===== config.mk =====
export PLATFORM = sky130hd
export DESIGN_NAME = state_src_sel_reg
export DESIGN_NICKNAME = d
export VERILOG_FILES = /design/src/rtl/state_src_sel_reg.sv
export SDC_FILE = /design/constraint.sdc
export NUM_CORES = 1
export LEC_CHECK = 0
export ABC_CLOCK_PERIOD_IN_PS = 4100
export CORE_AREA = 8 8 576 578
export CTS_CLUSTER_DIAMETER = 100
export DETAILED_ROUTE_END_ITERATION = 10
export DIE_AREA = 0 0 584 586
export HOLD_SLACK_MARGIN = 0.15
export PLACE_DENSITY = 0.3
export SLEW_MARGIN = 5
export SYNTH_ARGS = -nofsm -noshare
export SYNTH_HDL_FRONTEND = slang
export SYNTH_SLANG_ARGS = --single-unit
export TNS_END_PERCENT = 30

===== constraint.sdc =====
create_clock -name clock_i -period 4.1 [get_ports clock_i]
set_input_delay 0.82 -clock clock_i [delete_from_list [all_inputs] [get_ports clock_i]]
set_output_delay 0.82 -clock clock_i [all_outputs]
set_load 0.02 [all_outputs]

===== src/rtl/state_src_sel_reg.sv =====
// Registered source selector for the permutation input.
// Picks one candidate state, applies optional data/key/domain XORs, holds it under valid/ready.
module state_src_sel_reg #(
    parameter int N_SRC      = 3,
    parameter int WORDS      = 5,
    parameter int WORD_W     = 64,
    parameter int RATE_WORDS = 1,
    parameter int KEY_WORDS  = 2,
    parameter int SEL_W      = $clog2(N_SRC)
) (
    input  logic                          clock_i,
    input  logic                          resetb_i,
    input  logic [N_SRC*WORDS*WORD_W-1:0] src_i,
    input  logic [SEL_W-1:0]              sel_i,
    input  logic                          load_i,
    input  logic                          data_xor_en_i,
    input  logic [RATE_WORDS*WORD_W-1:0]  data_i,
    input  logic                          key_xor_en_i,
    input  logic [KEY_WORDS*WORD_W-1:0]   key_i,
    input  logic                          ds_en_i,
    input  logic                          ready_i,
    output logic                          load_ack_o,
    output logic [WORDS*WORD_W-1:0]       state_o,
    output logic                          valid_o,
    output logic                          err_o,
    output logic [15:0]                   stall_cnt_o
);

    localparam int SW = WORDS * WORD_W;
    localparam int KB = (WORDS - KEY_WORDS) * WORD_W;

    typedef enum logic {EMPTY, FULL} fsm_t;

    fsm_t            fsm;
    logic            sel_ok;
    logic            accept;
    logic [SW-1:0]   picked;
    logic [SW-1:0]   nxt;

    assign sel_ok     = 32'(sel_i) < 32'(N_SRC);
    assign accept     = load_i && sel_ok && (fsm == EMPTY || ready_i);
    assign load_ack_o = accept;
    assign valid_o    = (fsm == FULL);

    always_comb begin
        picked = '0;
        for (int k = 0; k < N_SRC; k++) begin
            if (sel_i == SEL_W'(k)) picked = src_i[k*SW +: SW];
        end
    end

    always_comb begin
        nxt = picked;
        if (data_xor_en_i)
            nxt[0 +: RATE_WORDS*WORD_W] = nxt[0 +: RATE_WORDS*WORD_W] ^ data_i;
        if (key_xor_en_i)
            nxt[KB +: KEY_WORDS*WORD_W] = nxt[KB +: KEY_WORDS*WORD_W] ^ key_i;
        if (ds_en_i)
            nxt[(WORDS-1)*WORD_W] = ~nxt[(WORDS-1)*WORD_W];
    end

    always_ff @(posedge clock_i or negedge resetb_i) begin
        if (!resetb_i) begin
            fsm         <= EMPTY;
            state_o     <= '0;
            err_o       <= 1'b0;
            stall_cnt_o <= '0;
        end else begin
            if (load_i && !sel_ok) err_o <= 1'b1;
            // A drained state stays on state_o; only valid_o drops.
            case (fsm)
                EMPTY: begin
                    if (accept) begin
                        fsm         <= FULL;
                        state_o     <= nxt;
                        stall_cnt_o <= '0;
                    end
                end
                FULL: begin
                    if (accept) begin
                        state_o     <= nxt;
                        stall_cnt_o <= '0;
                    end else if (ready_i) begin
                        fsm <= EMPTY;
                    end else if (stall_cnt_o != 16'hFFFF) begin
                        stall_cnt_o <= stall_cnt_o + 16'd1;
                    end
                end
                default: fsm <= EMPTY;
            endcase
        end
    end

endmodule


==> flow_summary.ini, run 1 <==
[synthesis]
synth_area_um2 = 21210
synth.ff_latch_count = 338
yosys_warnings = 0
ys_types = 51
syn_area_per_cell_um2 = 8.728
synth_nets = 3592
seq_area_frac_synth_pct = 39.88
synth_edf_count = 0
synth_top_flop_cell = dfrtp_1
ys_async_sr_fraction_pct = 100.0
syn_inst = 2430

[critical_path]
cp.arrival_ps = 2280
cp_top_family = buffers and inverters
cp.required_ps = 3280
startpoint_type = register
timing.rr.start = valid_o$_DFF_PN0_
path_cells = clkdlybuf4s50_1
cp_max_fo = 6
critPathMaxStageDelay_ps = 1060
criticalPathCategory = reg -> out
endpoint_kind = primary output
cp_slowest_cell = clkdlybuf4s50_1
setup.worst_path.start = stall_cnt_o[3]$_DFFE_PN0P_
cp_num_buf_inv = 1

[placed_design]
hpwlAfterDp_mm = 220.5
placement.io_buffers = 1499
gp_congestion = 0.9117

[pwr]
power.clock.fraction_pct = 32.0
p_sw_share_pct = 38.47
power_mw = 15.28
comb_power_share_pct = 39.5
p_seq_share_pct = 28.5
powerDensity_nw_per_um2 = 350.3
ir_worst_vdd_mv = 0.3083
power.internal_mw = 9.400
p_sw_mw = 5.877
leakagePower_nw = 16.53

[cells_and_area]
fin_util_pct = 13.52
final_layout_size_suffix_gt1_share_pct = 5.524
nFillCells = 37060
synthToLayoutAreaGrowth_pct = 105.7
nets = 5046

[clocking]
cts_htree_levels = 2
clock-sinks = 338
clock-root-buffer = clkbuf_16
clock_latency_ps = 710
cts_buffer_depth = 3
numCtsBuffers = 53
clk_pin_slew_ps = 60
cts_tree = yes

[floorplan]
io_pins = 1500
dieArea_um2 = 342200
die_y_um = 586
num_rows = 209
coreArea_um2 = 322700
start_util_pct = 6.572
die_w_um = 584

[route]
drtIter0Drc = 1464
vias = 25241
drc_errors = 0
avgRoutedWirePerCell_um = 30.23
viasPerCell = 3.050
finalWirelength_mm = 250.2
route.antenna.remaining_nets = 0
drtPass1Iterations = 5

[grt]
grt_pass1_vias = 26381
grt_max_degree = 102
antenna_found_initial = 172
grt_overflow = 0
grt_usage_pct = 13.89
grt_pass1_wl_mm = 310.1

[sta]
fin_crit_sh_pct = 75.66
relSlewSlack_pct = 24.11
fin_crit_ps = 3102
rsz0062_at_grt = no
hold_viol_final = 0
setup_viol = 0
slew_viol_final = 0
worst_pin_slew_ps = 1138
setup-tns-final_ps = 0
skew_ps = 42.36
max_clock_freq_mhz = 322.4

[worst_hold_path]
worstHoldStart = state_o[226]$_DFFE_PN0P_
hold_class = reg -> reg

[outcome]
outcome = completed

[job]
max_cap_viol_count = 0
-- synthesized netlist by cell type, types with 2 or more instances --
cell type,number,share of area [%]
buf_2,81,1.9
nor3b_1,3,0.11
buf_1,16,0.28
nor2_1,134,2.4
nand3_1,6,0.14
xor2_1,191,7.9
dfrtp_1,338,40
a21oi_1,131,3.1
o21ai_1,30,0.71
o2bb2ai_1,192,7.9
o22a_1,4,0.17
mux2i_1,324,15
nor4_4,2,0.20
nand2b_1,5,0.15
nand2_1,524,9.3
a21boi_0,2,0.071
nand4_1,2,0.059
nor4_1,3,0.089
buf_4,3,0.11
xnor2_1,2,0.083
nor2b_1,2,0.059
inv_1,5,0.089
nor3_1,6,0.14
o21ai_0,296,7.0
clkbuf_1,102,1.8
-- worst paths after layout --
kind / endpoint / slack (ps) / depth (start not counted)
min in group asynchronous: state_o[124]$_DFFE_PN0P_ / 790 / 2
worst max register to register: stall_cnt_o[0]$_DFFE_PN0P_ / 1850 / 5
max in group asynchronous: state_o[276]$_DFFE_PN0P_ / 2200 / 3
worst min-delay path: state_o[226]$_DFFE_PN0P_ / 480 / 2
worst min register to register: state_o[226]$_DFFE_PN0P_ / 480 / 2
worst max-delay path: stall_cnt_o[3] / 1000 / 1
-- layout by cell type (no fill, tap or decap), types with 3 or more instances in the layout --
| master | n |
|---|---|
| o21ai_0 | 296 |
| clkbuf_16 | 53 |
| nor3_1 | 6 |
| nand3_1 | 6 |
| mux2i_1 | 323 |
| clkdlybuf4s50_1 | 1482 |
| nor3b_1 | 3 |
| clkinv_4 | 4 |
| clkinvlp_4 | 4 |
| buf_4 | 94 |
| o22a_1 | 4 |
| nand2_1 | 523 |
| inv_1 | 5 |
| o21ai_1 | 30 |
| o2bb2ai_1 | 192 |
| dfrtp_1 | 338 |
| buf_8 | 3 |
| a21oi_1 | 131 |
| bufinv_16 | 7 |
| clkinv_2 | 11 |
| diode_2 | 24 |
| xor2_1 | 191 |
| clkbuf_8 | 3 |
| clkbuf_1 | 13 |
| nor4_1 | 3 |
| nand2b_1 | 5 |
| buf_12 | 19 |
| nor2_1 | 134 |
-- state kept, by name, summed over array words and instances (netlist names) --
| name | flops |
|---|---|
| state_o | 320 |
| stall_cnt_o | 16 |
| valid_o | 1 |
| err_o | 1 |
-- power by group through the flow --
stage / registers, mW / logic (mW) / clock network (mW)
after floorplan: 5.00 / 1.26 / 0
after global placement: 4.40 / 6.26 / 0
after detailed placement: 4.41 / 6.25 / 0
after CTS: 4.37 / 6.28 / 5.16
after global routing: 4.44 / 6.45 / 5.21
final: 4.35 / 6.04 / 4.89
-- worst register-to-register path, delay by kind of cell, from the launching register on --
family | cells | cell delay, ps
compound gates | 1 | 320
buf+inv | 1 | 260
flops | 1 | 630
mux | 1 | 180
simple gates | 2 | 800
-- logic make-up after synthesis --
logic type	share of synthesized area [%]
adder cells (fa/ha/maj)	0.05899
buffers and inverters	4.195
AND/OR/NAND/NOR	13.04
XOR/XNOR	7.970
AO/OA/AOI/OAI	19.51
multiplexers	15.35
flip-flops	39.88
-- final cells by class --
| type | instances | area, µm² | share of cell area [%] |
|---|---|---|---|
| sequential | 338 | 8458 | 19.39 |
| timing repair buffer | 1601 | 15990 | 36.66 |
| multi-input combinational | 1885 | 11880 | 27.24 |
| clock inverter | 30 | 380.4 | 0.8721 |
| tap | 4325 | 5411 | 12.41 |
| clock buffer | 69 | 1416 | 3.247 |
| inverter | 5 | 18.77 | 0.04303 |
| antenna | 24 | 60.06 | 0.1377 |
-- timing repair --
action                                 in CTS  in global routing
buffers inserted                            0                  0
endpoints found under the hold margin       3                  0
gates resized for setup                     0                  0
hold buffers                                1                  0
-- per-layer routing --
layer / up-vias / wire length (µm) / track usage [%]
met5: - / 770 / 0
met4: 122 / 4097 / 1.997
met3: 314 / 30560 / 7.121
met2: 1306 / 116500 / 23.27
met1: 12082 / 98330 / 16.16
li1: 11417 / - / -
-- metrics by stage --
stage	hold slack (ps)	setup WS (ps)	area (µm²)	cells
final	477.6	998.0	43620	8277
after floorplan	524.4	1522	21210	2430
after detailed placement	469.1	772.9	41750	8153
after global placement	462.7	781.9	41750	8153
after global routing	504.1	924.8	43580	8261
after CTS	481.3	899.0	43560	8253
Power figures use the tool's default switching activity.
==> inputs of run 2 (changes only) <==
--- a/config.mk
+++ b/config.mk
@@ -5,11 +5,11 @@
 export SDC_FILE = /design/constraint.sdc
 export NUM_CORES = 1
 export LEC_CHECK = 0
-export ABC_CLOCK_PERIOD_IN_PS = 4100
-export CORE_AREA = 8 8 576 578
+export ABC_CLOCK_PERIOD_IN_PS = 2800
+export CORE_AREA = 8 8 581 583
 export CTS_CLUSTER_DIAMETER = 100
 export DETAILED_ROUTE_END_ITERATION = 10
-export DIE_AREA = 0 0 584 586
+export DIE_AREA = 0 0 589 591
 export HOLD_SLACK_MARGIN = 0.15
 export PLACE_DENSITY = 0.3
 export SLEW_MARGIN = 5
==> constraint.sdc (replaced) <==
create_clock -name clock_i -period 2.8 [get_ports clock_i]
set_input_delay 0.56 -clock clock_i [delete_from_list [all_inputs] [get_ports clock_i]]
set_output_delay 0.56 -clock clock_i [all_outputs]
set_load 0.02 [all_outputs]
==> run 2 against run 1 <==
  * Final area up 0.80%
  * Wire length up 3.0%
  * Register-to-register slack worse by 1700 ps
  * First-iteration DRC count down 4.7%
  * Sequential cell count unchanged
  * Sequential power up 47%
  * Clock skew down 13 ps
  * Sequential share of layout area down 0.15 points
  * Worst hold slack worse by 32 ps
  * Highest routed layer unchanged
  * Core utilization down 0.14 points
  * Largest cell class unchanged
  * Power up 50%
==> flow_summary.ini, run 2 (synthesis gave the netlist of run 1 again) <==
[cells_and_area]
final_cell_mix = 1468 x clkdlybuf4s50_1, 523 x nand2_1, 338 x dfrtp_1
nFillCells = 37529
nets = 5061
largest-register = state_o
layout.cells.non_filler = 8335
fin_util_pct = 13.38
final_layout_size_suffix_gt1_share_pct = 6.210
reg_top3 = state_o: 320 flops, stall_cnt_o: 16 flops
largest_register_ffs = 320
stdcell_area_um2 = 43960
layout_commonest_cell = clkdlybuf4s50_1
synthToLayoutAreaGrowth_pct = 107.3

[floorplan]
num_rows = 211
die_w_um = 589
io_pins = 1500
dieArea_um2 = 348100
start_util_pct = 6.452
die_y_um = 591
coreArea_um2 = 328700

[placed_design]
dp_slack_ps = -73.59
place_area_um2 = 41960
dp.cells = 8207
gp_congestion = 0.9052
hpwlAfterDp_mm = 227.6
placement.io_buffers = 1499

[clocking]
hold_buffers = 1
cts_buffer_depth = 3
cts_htree_levels = 2
cts_tree = yes
clock_latency_ps = 710
numCtsBuffers = 55
post_cts_resized = 0
post-cts-setup-buffers = 0
clock-root-buffer = clkbuf_16
clock-sinks = 338
clk_pin_slew_ps = 60

[route]
route.antenna.remaining_nets = 0
vias = 25568
drc_errors = 0
drtPass1Iterations = 5
viasPerCell = 3.068
drtIter0Drc = 1395
finalWirelength_mm = 257.7
avgRoutedWirePerCell_um = 30.92

[critical_path]
critPathMaxStageDelay_ps = 1020
cp.arrival_ps = 2110
cp.depth = 1
reg2reg_slack_ps = 150
cp_max_fo = 2
worstSetupEndpoint = state_o[182]
reg2regPathDepth = 4
cp_slowest_cell = clkdlybuf4s50_1
endpoint_kind = primary output
cp.required_ps = 2240
setup.worst_path.start = state_o[182]$_DFFE_PN0P_
cp_top_family = buffers and inverters
path_cells = clkdlybuf4s50_1
criticalPathCategory = reg -> out
timing.rr.start = valid_o$_DFF_PN0_
crit-reg2reg-capture = stall_cnt_o[8]$_DFFE_PN0P_
startpoint_type = register
cp_num_buf_inv = 1

[sta]
worst_pin_slew_ps = 930.7
setup-tns-final_ps = 0
fin_ws_ps = 130.9
rsz0062_at_grt = no
max_clock_freq_mhz = 374.7
fin_crit_sh_pct = 95.32
slew_viol_final = 0
fin_crit_ps = 2669
worst_hold_slack_ps = 446.1
relSlewSlack_pct = 37.96
setup_viol = 0
skew_ps = 28.98
hold_viol_final = 0

[grt]
grt_pass1_wl_mm = 317.5
grt_usage_pct = 14.10
antenna_found_initial = 207
grt_overflow = 0
grt_max_degree = 119
grt_pass1_vias = 26127

[pwr]
powerDensity_nw_per_um2 = 520.3
power_mw = 22.88
ir_worst_vdd_mv = 0.4383
leakagePower_nw = 16.71

[worst_hold_path]
hold_class = in -> reg

[outcome]
outcome = completed

[job]
max_cap_viol_count = 0
## run 2: worst min path at each step
stage                            start                        to  slack (ps)  depth (start not counted)
2_1_floorplan                 resetb_i         err_o$_DFFE_PN0P_         260                          0
3_3_place_gp   state_o[22]$_DFFE_PN0P_   state_o[22]$_DFFE_PN0P_         460                          2
3_5_place_dp   state_o[66]$_DFFE_PN0P_   state_o[66]$_DFFE_PN0P_         470                          2
4_1_cts                       sel_i[0]  state_o[271]$_DFFE_PN0P_         360                          4
5_1_grt                       sel_i[0]  state_o[207]$_DFFE_PN0P_         430                          4
6_report                      sel_i[0]  state_o[207]$_DFFE_PN0P_         450                          4
## run 2: final cells by class
cell class | instances | area, µm² | share of cell area, %
timing repair buffer | 1614 | 16150 | 36.74
multi-input combinational | 1885 | 11880 | 27.01
sequential | 338 | 8458 | 19.24
tap | 4366 | 5463 | 12.43
clock buffer | 78 | 1543 | 3.509
clock inverter | 25 | 392.9 | 0.8936
antenna | 24 | 60.06 | 0.1366
inverter | 5 | 18.77 | 0.04269
## run 2: routing by layer
metal	vias to the layer above	global-route usage, %	routed length [µm]
li1	11434	-	-
met1	12200	15.81	99530
met2	1404	23.95	120900
met3	394	8.035	32510
met4	136	1.630	3844
met5	-	0	882
## run 2: power breakdown
part / internal, mW / total [mW] / switching (mW) / leakage [nW]
clock network: 4.59 / 7.64 / 3.05 / 0.940
logic: 3.83 / 8.85 / 5.02 / 11.5
registers: 5.74 / 6.39 / 0.644 / 4.29
total: 14.2 / 22.9 / 8.72 / 16.7
